[src/rtl/mips_pkg.sv]
// Shared types and constants for the MIPS core pipeline registers.
package mips_pkg;

    localparam int unsigned CTRL_W_DEF = 8;
    localparam int unsigned DATA_W_DEF = 32;

    localparam logic [4:0] REG_ZERO = 5'd0;

    // Opaque EX/MEM/WB control bundle at the core's default width.
    typedef logic [CTRL_W_DEF-1:0] ctrl_t;

    // Multi-cycle MULT/DIV occupancy tracker.
    typedef enum logic {
        IDLE = 1'b0,
        BUSY = 1'b1
    } muldiv_state_e;

    // What the ID/EX register does on the next edge.
    typedef enum logic [1:0] {
        UPD_LOAD   = 2'd0,
        UPD_BUBBLE = 2'd1,
        UPD_HOLD   = 2'd2
    } id_ex_upd_e;

    // Width-independent part of the ID/EX register: validity, register
    // indices and the hazard-relevant control bits.
    typedef struct packed {
        logic       valid;
        logic [4:0] rs;
        logic [4:0] rt;
        logic [4:0] rd;
        logic       regwrite;
        logic       memread;
    } id_ex_t;

    localparam id_ex_t ID_EX_BUBBLE = '{
        valid:    1'b0,
        rs:       REG_ZERO,
        rt:       REG_ZERO,
        rd:       REG_ZERO,
        regwrite: 1'b0,
        memread:  1'b0
    };

    // True when a real (non-$0) destination matches a source index.
    function automatic logic reg_match(input logic [4:0] dst, input logic [4:0] src);
        return (dst != REG_ZERO) && (dst == src);
    endfunction

endpackage

[src/rtl/load_use_detect.sv]
// Load-use hazard detection: the instruction in EX is a load whose
// destination is a source of the instruction currently in ID.
module load_use_detect
    import mips_pkg::*;
(
    input  logic       dec_valid,
    input  logic [4:0] dec_rs,
    input  logic [4:0] dec_rt,
    input  logic       dec_ex_valid,
    input  logic       dec_ex_memread,
    input  logic [4:0] dec_ex_rd,
    output logic       load_use
);

    // Compare EX load destination against both ID source indices.
    always_comb begin
        load_use = dec_valid & dec_ex_valid & dec_ex_memread
                 & (reg_match(dec_ex_rd, dec_rs) | reg_match(dec_ex_rd, dec_rt));
    end

endmodule

[src/rtl/id_ex_stage.sv]
// Decode-to-execute pipeline register with load-use stall, multi-cycle
// MULT/DIV hold and branch flush handling.
module id_ex_stage
    import mips_pkg::*;
#(
    parameter int unsigned DATA_W     = DATA_W_DEF,
    parameter int unsigned CTRL_W     = CTRL_W_DEF,
    parameter int unsigned MULDIV_LAT = 4
) (
    input  logic              clk,
    input  logic              reset,
    input  logic              dec_valid,
    input  logic [4:0]        dec_rs,
    input  logic [4:0]        dec_rt,
    input  logic [4:0]        dec_rd,
    input  logic [DATA_W-1:0] dec_rs_data,
    input  logic [DATA_W-1:0] dec_rt_data,
    input  logic [DATA_W-1:0] dec_imm,
    input  logic [CTRL_W-1:0] dec_ctrl,
    input  logic              dec_regwrite,
    input  logic              dec_memread,
    input  logic              dec_muldiv,
    input  logic              ex_flush,
    output logic              dec_ex_valid,
    output logic [4:0]        dec_ex_rs,
    output logic [4:0]        dec_ex_rt,
    output logic [4:0]        dec_ex_rd,
    output logic [DATA_W-1:0] dec_ex_rs_data,
    output logic [DATA_W-1:0] dec_ex_rt_data,
    output logic [DATA_W-1:0] dec_ex_imm,
    output logic [CTRL_W-1:0] dec_ex_ctrl,
    output logic              dec_ex_regwrite,
    output logic              dec_ex_memread,
    output logic              stall,
    output logic              muldiv_busy
);

    // The muldiv instruction itself accounts for the first EX cycle, so the
    // counter only covers the extra cycles.
    localparam logic [3:0] MD_RELOAD = 4'(MULDIV_LAT - 1);
    localparam bit         MD_MULTI  = (MULDIV_LAT > 1);

    id_ex_t              ex_q;
    logic [DATA_W-1:0]   rs_data_q;
    logic [DATA_W-1:0]   rt_data_q;
    logic [DATA_W-1:0]   imm_q;
    logic [CTRL_W-1:0]   ctrl_q;

    muldiv_state_e       state_q;
    muldiv_state_e       state_d;
    logic [3:0]          cnt_q;
    logic [3:0]          cnt_d;

    id_ex_upd_e          upd;
    logic                hold;
    logic                load_use;
    id_ex_t              ex_load;

    load_use_detect u_load_use_detect (
        .dec_valid      (dec_valid),
        .dec_rs         (dec_rs),
        .dec_rt         (dec_rt),
        .dec_ex_valid   (ex_q.valid),
        .dec_ex_memread (ex_q.memread),
        .dec_ex_rd      (ex_q.rd),
        .load_use       (load_use)
    );

    // Fields captured from ID on a normal load.
    always_comb begin
        ex_load          = ID_EX_BUBBLE;
        ex_load.valid    = 1'b1;
        ex_load.rs       = dec_rs;
        ex_load.rt       = dec_rt;
        ex_load.rd       = dec_rd;
        ex_load.regwrite = dec_regwrite;
        ex_load.memread  = dec_memread;
    end

    // Prioritised next-state: flush, muldiv hold, load-use bubble, normal load.
    always_comb begin
        hold    = (state_q == BUSY) && (cnt_q != 4'd0);
        stall   = ~ex_flush & (hold | load_use);
        state_d = state_q;
        cnt_d   = cnt_q;
        upd     = UPD_LOAD;

        if (ex_flush) begin
            upd     = UPD_BUBBLE;
            state_d = IDLE;
            cnt_d   = 4'd0;
        end else if (hold) begin
            upd     = UPD_HOLD;
            cnt_d   = cnt_q - 4'd1;
        end else if (load_use) begin
            upd     = UPD_BUBBLE;
            state_d = IDLE;
        end else begin
            upd = dec_valid ? UPD_LOAD : UPD_BUBBLE;
            // A muldiv reaching EX right as the previous one drains re-arms
            // the counter instead of dropping to IDLE.
            if (dec_valid && dec_muldiv && MD_MULTI) begin
                state_d = BUSY;
                cnt_d   = MD_RELOAD;
            end else begin
                state_d = IDLE;
            end
        end
    end

    // Muldiv FSM state and occupancy counter.
    always_ff @(posedge clk or posedge reset) begin
        if (reset) begin
            state_q <= IDLE;
            cnt_q   <= 4'd0;
        end else begin
            state_q <= state_d;
            cnt_q   <= cnt_d;
        end
    end

    // ID/EX pipeline register.
    always_ff @(posedge clk or posedge reset) begin
        if (reset) begin
            ex_q      <= ID_EX_BUBBLE;
            rs_data_q <= '0;
            rt_data_q <= '0;
            imm_q     <= '0;
            ctrl_q    <= '0;
        end else begin
            case (upd)
                UPD_LOAD: begin
                    ex_q      <= ex_load;
                    rs_data_q <= dec_rs_data;
                    rt_data_q <= dec_rt_data;
                    imm_q     <= dec_imm;
                    ctrl_q    <= dec_ctrl;
                end
                UPD_BUBBLE: begin
                    ex_q      <= ID_EX_BUBBLE;
                    rs_data_q <= '0;
                    rt_data_q <= '0;
                    imm_q     <= '0;
                    ctrl_q    <= '0;
                end
                default: begin
                    ex_q      <= ex_q;
                    rs_data_q <= rs_data_q;
                    rt_data_q <= rt_data_q;
                    imm_q     <= imm_q;
                    ctrl_q    <= ctrl_q;
                end
            endcase
        end
    end

    // Registered outputs to EX and the bypass unit.
    always_comb begin
        dec_ex_valid    = ex_q.valid;
        dec_ex_rs       = ex_q.rs;
        dec_ex_rt       = ex_q.rt;
        dec_ex_rd       = ex_q.rd;
        dec_ex_regwrite = ex_q.regwrite;
        dec_ex_memread  = ex_q.memread;
        dec_ex_rs_data  = rs_data_q;
        dec_ex_rt_data  = rt_data_q;
        dec_ex_imm      = imm_q;
        dec_ex_ctrl     = ctrl_q;
        muldiv_busy     = (state_q == BUSY);
    end

endmodule

[config.mk]
export PLATFORM = sky130hd
export DESIGN_NAME = id_ex_stage
export DESIGN_NICKNAME = d
export VERILOG_FILES = /design/src/rtl/mips_pkg.sv /design/src/rtl/load_use_detect.sv /design/src/rtl/id_ex_stage.sv
export SDC_FILE = /design/constraint.sdc
export NUM_CORES = 1
export LEC_CHECK = 0
export CORE_ASPECT_RATIO = 2
export CORE_MARGIN = 5
export CORE_UTILIZATION = 39
export DETAILED_ROUTE_END_ITERATION = 8
export PLACE_DENSITY = 0.91
export SLEW_MARGIN = 20
export SYNTH_ARGS = -nofsm -noshare
export SYNTH_HDL_FRONTEND = slang
export SYNTH_SLANG_ARGS = --single-unit
[constraint.sdc]
create_clock -name clk -period 5.2 [get_ports clk]
set_input_delay 1.04 -clock clk [delete_from_list [all_inputs] [get_ports clk]]
set_output_delay 1.04 -clock clk [all_outputs]
set_load 0.03 [all_outputs]
Yosys cells after proc, flatten, opt, wreduce, memory -nomap -nowiden

Cells that the tools add are included.

Register bits: 127
Word-level logic and storage cells: 52

Add/sub/neg operators: 1
Eq/ne operators: 5
Mux-type cells: 17
Bitwise gates (word level): 7
Reductions and logical operators: 10

Operators with widths:

| cell                                                                  | number |
|---|---|
| 32-bit one-hot mux with 2 select lines                                | 3 |
| 18-bit one-hot mux with 2 select lines                                | 1 |
| 4-bit 2-to-1 mux                                                      | 4 |
| 8-bit one-hot mux with 2 select lines                                 | 1 |
| 5-bit equality test                                                   | 2 |
| 1-bit 2-to-1 mux                                                      | 6 |
| 5-bit nonzero test                                                    | 1 |
| 1-bit AND                                                             | 4 |
| 1-bit logical AND                                                     | 4 |
| 2-bit 2-to-1 mux                                                      | 2 |
| 4-bit nonzero test                                                    | 1 |
| 4-bit by 1-bit subtractor with 4-bit output, second input constant    | 1 |
| 3-bit != test, second input constant                                  | 1 |
| 3-bit nonzero test                                                    | 1 |
| 2-bit by 1-bit equality test with 1-bit output, second input constant | 1 |
| 2-bit zero test                                                       | 1 |
| 2-bit != test, second input constant                                  | 1 |
| 1-bit OR                                                              | 2 |
| 2-bit AND reduction                                                   | 1 |
| 2-bit nonzero test                                                    | 1 |
| 1-bit inverter                                                        | 1 |

Longest topological paths before layout

Gate-level depths: netlist (run 1).

Depth in word-level cells: 9
Depth in mapped cells: 8
Gate-level depth less buffers: 6

Hierarchy

From an unflattened synthesis (run 1), not the netlist that was laid out.

Cell total of the unflattened synthesis: 606
Area total of the unflattened synthesis: 6,157.2 um2

By module, submodules not included:

| module          | instances | cells an instance | area each (um2) | seq. area each (um2) |
|---|---|---|---|---|
| id_ex_stage     | 1         | 589               | 6,028.3         | 3,178.0 |
| load_use_detect | 1         | 17                | 128.9           | 0.0 |

Worst setup path after synthesis (run 1)

No wires, ideal clock.

Path kind: input to output
Start: input port ex_flush
End: output port stall
Arrival: 2.136 ns
Required time: 4.160 ns
Slack: 2.024 ns
Cell stages on the path: 6
Path buffers: 4
Cells stage by stage: buf_1 > nor2b_1 > buf_2 > buf_2 > buf_2 > o21bai_1

Longest elaborated chain between the ends: 2

RTL lines:

| item               | line              | text |
|---|---|---|
| start: declaration | id_ex_stage.sv:23 | `input logic ex_flush,` |
| 1-bit inverter     | id_ex_stage.sv:83 | `stall = ~ex_flush & (hold \| load_use);` |
| 1-bit AND          | id_ex_stage.sv:83 |  |
| end: declaration   | id_ex_stage.sv:34 | `output logic stall,` |

Every way passes these cells.

Worst setup path in the final report (run 1)

Start: input port dec_rs[0]
End: output port stall

Longest elaborated chain between the ends: 6

RTL lines:

| item                | line                  | text |
|---|---|---|
| start: declaration  | id_ex_stage.sv:13     | `input logic [4:0] dec_rs,` |
| 5-bit equality test | mips_pkg.sv:47        | `return (dst != REG_ZERO) && (dst == src);` |
| 1-bit logical AND   | mips_pkg.sv:47        |  |
| 1-bit OR            | load_use_detect.sv:18 | `& (reg_match(dec_ex_rd, dec_rs) \| reg_match(dec_ex_rd, dec_rt));` |
| 1-bit AND           | load_use_detect.sv:18 |  |
| 1-bit OR            | id_ex_stage.sv:83     |  |
| 1-bit AND           | id_ex_stage.sv:83     |  |

Every way passes these cells.

==> results of run 1 <==
[stage by stage]
step           utilization  cell area [um2]  setup slack (ns)
6_report             0.674             7930              1.08
5_1_grt              0.674             7930              1.01
4_1_cts              0.673             7930              1.10
3_5_place_dp         0.619             7290              1.10
3_3_place_gp         0.619             7290              1.12
2_1_floorplan            -             4700             0.776
[path summary, 6_finish.rpt]
check	endpoint	slack, ns	cells past startpoint
max in group asynchronous	dec_ex_rs_data[5]	2.91	3
worst min register to register	dec_ex_rt_data[24]	0.50	1
worst max-delay path	stall	1.08	7
min in group asynchronous	dec_ex_rt_data[17]	1.11	2
worst min-delay path	dec_ex_rt_data[24]	0.50	1
worst max register to register	dec_ex_regwrite	2.74	6
[cells by family (layout without fill, tap and decap cells)]
family	count (synthesis)	count (layout)	synth area share
buf+inv	32	289	0.0309
fa+ha+maj	2	2	0.00532
simple gates	15	15	0.0154
flops	127	127	0.676
compound gates	137	137	0.254
xor+xnor	10	10	0.0186
[worst max-delay path, stage by stage]
cell and delay [ns]:
clkdlybuf4s50_1 0.53, xnor2_1 0.14, nand3_1 0.10, o22ai_1 0.34, nand2_1 0.10, o21bai_1 0.14, clkdlybuf4s50_1 0.69
[layout make-up]
class / instances / area share
Tap cell: 145 / 0.0229
Multi-Input combinational cell: 164 / 0.175
Clock buffer: 19 / 0.0571
Sequential cell: 127 / 0.401
Clock inverter: 12 / 0.0230
Timing Repair Buffer: 254 / 0.319
Inverter: 4 / 0.00221
[where the power goes]
| part | internal [mW] | total (mW) | switching (mW) |
|---|---|---|---|
| combinational | 0.232 | 0.485 | 0.253 |
| sequential | 1.05 | 1.09 | 0.0397 |
| clock | 0.829 | 1.25 | 0.426 |
| total | 2.11 | 2.83 | 0.719 |
[flip-flops by register name, summed over array words and instances, names as in the netlist]
name / flops
muldiv_busy: 1
dec_ex_valid: 1
cnt_q: 4
dec_ex_rs: 5
dec_ex_imm: 32
dec_ex_rt: 5
dec_ex_rt_data: 32
dec_ex_regwrite: 1
dec_ex_rs_data: 32
dec_ex_ctrl: 8
dec_ex_memread: 1
dec_ex_rd: 5
[layout by cell type (no fill, tap or decap), types with 3 or more instances in the layout]
master,netlist,final
a21oi_1,5,5
a22o_1,121,121
buf_4,2,4
bufinv_16,0,4
clkbuf_16,0,17
clkdlybuf4s50_1,0,249
clkinvlp_4,0,3
dfrtp_1,127,127
inv_1,4,3
nand2_1,4,4
nand3_1,3,3
o21bai_1,3,3
xnor2_1,10,10
[routing by layer]
layer  GRT usage  vias to the layer above
met1       0.227                     1886
met5           0                        -
li1            -                     1726
met2       0.362                      199
met4       0.101                        0
met3      0.0487                       32
==> flow_summary.yaml, run 1 <==
cells_and_area:
  register_area_um2: 3180
  layout-drive-gt1-share: 0.0690
  multi_input_area_um2: 1390
  syn_to_final_growth_pct: 68.7
  finalNetCount: 696
  fill_cells: 844
  finalNonFillerCells: 725
  antenna_cells: 0
synth:
  syn_area_um2: 4700
  syn-num-nets: 451
  synth_area_leader_cell: "dfrtp_1"
  synth_cell_types: 23
  synth_top_area_share: 0.676
  synth_seq_cells: 127
  synth-edff-count: 0
  syn_area_per_cell_um2: 14.6
  yosys.cell_count.top_type: "dfrtp_1"
  synth_warnings: 0
  seq_area_frac_synth: 0.676
  yosys-top-cells-area: "dfrtp_1 68%, a22o_1 23%, xnor2_1 1.9%"
  async_reset_ff_frac: 1.00
  syn_inst: 323
  synth_common_cells: "127 x dfrtp_1, 121 x a22o_1, 14 x buf_2, 10 x clkbuf_1, 10 x xnor2_1"
  synth_flop_cell: "dfrtp_1"
floorplanning:
  initial_utilization: 0.399
  dieArea_um2: 14500
  core_region_area_um2: 11800
  die_y_um: 165
  std_cell_rows: 56
  die_x_um: 87.6
  ios: 250
sta:
  report.final.slew_viol_count: 0
  setup_viol: 0
  hold_viol_final: 0
  clock.fmax_ghz: 0.243
  tightestPinTransition_ns: 0.962
  worst_clock_skew_ns: 0.0100
  relSlewSlack: 0.359
  setup-tns-final_ns: 0
  whs_ns: 0.501
  fin_crit_sh: 0.792
  min_period_ns: 4.12
  rsz0062_at_grt: "false"
grt:
  grt_max_degree: 123
  grt_pass1_wl_um: 22400
  grt_pass1_vias: 4132
  antenna_found_initial: 0
  track_usage: 0.206
  overflow: 0
detailed_routing:
  dr_total_vias: 3843
  route.detailed.drc: 0
  drt_pass1_iterations: 4
  wl_met3_um: 1040
  wl_um: 15100
  via_per_inst: 5.30
  wl_met2_um: 8160
  top_layer_used: "met4"
  route.detailed.wl_per_inst_um: 20.8
  ant_nets: 0
  wirelength_met1_um: 5380
  drt-initial-drc-count: 144
hold_path:
  hp-start: "dec_ex_rt_data[24]"
  hp-class: "flop to flop"
clock_tree:
  cts_setup_buffers: 0
  clock-root-buffer: "clkbuf_16"
  cts_max_level: 4
  cts.repair.resized: 0
  cts_tree: "yes"
  holdBufCountCts: 0
  cts_sinks: 127
  cts-buffers-inserted: 17
  clkLatencyLatePin_ns: 0.40
  path_clk_slew_ns: 0.05
  cts.path.max_buffers: 2
setup_path:
  path_class: "input pin to output pin"
  cp-end-kind: "output pin"
  cp_max_fo: 3
  cp.arrival_ns: 3.08
  start_kind: "input pin"
  crit_path_start: "dec_rs[0]"
  critPathRequiredTime_ns: 4.16
  r2r-start: "cnt_q[0]"
place:
  dp.cells: 694
  routabilityCongestion: 0.849
  post-dp-hpwl_um: 10900
  port_buffers: 249
pwr:
  max-vdd-ir-drop_uv: 242
  leakage_nw: 3.52
  p_per_area_nw_per_um2: 356
  finalPower_mw: 2.83
run_status:
  status: "finished, final reports clean"
flow_run:
  cap_violations: 0
Note: power is estimated with default switching activity, not from simulation.
==> run 2: changes to the inputs <==
==> constraint.sdc (replaced) <==
create_clock -name clk -period 3.9 [get_ports clk]
set_input_delay 0.78 -clock clk [delete_from_list [all_inputs] [get_ports clk]]
set_output_delay 0.78 -clock clk [all_outputs]
set_load 0.03 [all_outputs]
==> run 2 against run 1 <==
  * Via count rose by 0.16%
  * Core utilization rose by 0.46 points
  * Sequential share of layout area fell by 0.27 points
  * Cell count fell by 0.14%
  * Global-route usage rose by 0.32 points
  * Critical path depth did not move
  * First-iteration DRC count fell by 4.2%
  * Clock skew fell by 0.00090 ns
  * Cell area rose by 0.68%
  * Critical path type unchanged
  * Largest power group unchanged
==> flow_summary.yaml, run 2 (same netlist as run 1, synthesis figures left out) <==
setup_path:
  crit_path_cell_trace: "clkdlybuf4s50_1, xnor2_1, nand3_1, o22ai_1, nand2_1, o21bai_1, clkdlybuf4s50_1"
  start_kind: "input pin"
  r2r_setup_slack_ns: 1.48
  critPathRequiredTime_ns: 3.12
  slowest_stage: "clkdlybuf4s50_1"
  cp_num_buf_inv: 2
  cp-end-kind: "output pin"
  cp.arrival_ns: 2.92
  slowest_delay_ns: 0.70
  cp_top_family: "buffers and inverters"
  path_class: "input pin to output pin"
  crit_path_frequent_cell: "clkdlybuf4s50_1"
  cp_max_fo: 3
sta:
  layout_setup_ws_ns: 0.199
  clock.fmax_ghz: 0.270
  setup-tns-final_ns: 0
  setup_viol: 0
  rsz0062_at_grt: "false"
  tightestPinTransition_ns: 0.905
  fin_crit_sh: 0.949
  report.final.slew_viol_count: 0
  hold_viol_final: 0
  relSlewSlack: 0.397
  min_period_ns: 3.70
  worst_clock_skew_ns: 0.00914
cells_and_area:
  antenna_cells: 0
  layout-drive-gt1-share: 0.0674
  finalNetCount: 696
  syn_to_final_growth_pct: 69.9
  layout_commonest_cell: "clkdlybuf4s50_1"
  finalNonFillerCells: 724
  final_core_util: 0.678
  final_cell_area_um2: 7990
  layout_common_cells: "249 x clkdlybuf4s50_1, 127 x dfrtp_1, 121 x a22o_1, 17 x clkbuf_16, 10 x xnor2_1"
clock_tree:
  holdBufCountCts: 0
  path_clk_slew_ns: 0.05
  clock-root-buffer: "clkbuf_16"
  cts.repair.resized: 0
  cts-buffers-inserted: 17
  cts_sinks: 127
  cts_max_level: 4
  cts.path.max_buffers: 2
  cts_tree: "yes"
  cts_setup_buffers: 0
  clkLatencyLatePin_ns: 0.40
pwr:
  leakage_nw: 3.53
  max-vdd-ir-drop_uv: 359
  p_per_area_nw_per_um2: 483
place:
  port_buffers: 249
  dpl_cell_area_um2: 7320
  dp.cells: 694
  post-dp-hpwl_um: 11100
  routabilityCongestion: 0.826
  place_ws_ns: 0.221
floorplanning:
  dieArea_um2: 14500
  initial_utilization: 0.399
  ios: 250
  std_cell_rows: 56
  die_x_um: 87.6
  die_y_um: 165
  core_region_area_um2: 11800
detailed_routing:
  drt_pass1_iterations: 4
  via_per_inst: 5.32
  dr_total_vias: 3849
  wl_um: 15100
  route.detailed.wl_per_inst_um: 20.8
  route.detailed.drc: 0
  drt-initial-drc-count: 138
  ant_nets: 0
grt:
  grt_pass1_wl_um: 23000
  busiest_layer: "met2"
  grt_max_degree: 123
  grt_use_met3: 0.0546
  use_met2: 0.377
  grtUsageMet1: 0.227
  grt_pass1_vias: 4269
  antenna_found_initial: 0
  overflow: 0
  track_usage: 0.209
flow_run:
  cap_violations: 0
run_status:
  status: "finished, final reports clean"
hold_path:
  hp-class: "flop to flop"
==> run 2: cell types whose count changed in the layout (fill, tap and decap cells not counted), sizes merged <==
| cell | previous run | this run |
|---|---|---|
| bufinv | 4 | 6 |
| clkbuf | 19 | 17 |
| clkinv | 3 | 2 |
| clkinvlp | 3 | 4 |
| inv | 6 | 5 |
==> run 2: layout make-up <==
type | count | area [um2]
clock buffers | 17 | 425
clock inverters | 13 | 238
fillers | 837 | 3790
inverters | 4 | 18.8
multi-input cells | 164 | 1390
flip-flops and latches | 127 | 3180
well taps | 145 | 181
repair buffers | 254 | 2560
==> run 2: where the power goes <==
part	switching (mW)	internal, mW
clock	0.561	1.20
combinational	0.338	0.313
sequential	0.0533	1.40
total	0.953	2.91
==> run 2: per-stage QoR <==
step	hold slack (ns)	power (mW)
finish	0.502	3.86
floorplan	0.461	1.78
CTS	0.502	3.90
global placement	0.476	2.10
detailed placement	0.492	2.12
global route	0.518	4.00
==> run 2: worst paths after layout <==
path | startpoint | endpoint | depth (start not counted)
setup / recovery | dec_rt[0] | stall | 7
hold / removal | dec_ex_rs[2] | dec_ex_rs[2] | 1
setup reg to reg | cnt_q[0] | dec_ex_rs_data[12] | 6
hold reg to reg | dec_ex_rs[2] | dec_ex_rs[2] | 1
max in group asynchronous | reset | dec_ex_rs_data[18] | 3
min in group asynchronous | reset | dec_ex_rt_data[13] | 2
==> run 2: routing by layer <==
| layer | wire length [um] | part of all wire |
|---|---|---|
| met2 | 8290 | 0.55 |
| met1 | 5270 | 0.35 |
| met3 | 1070 | 0.071 |
| met5 | 0 | 0 |
| met4 | 452 | 0.030 |
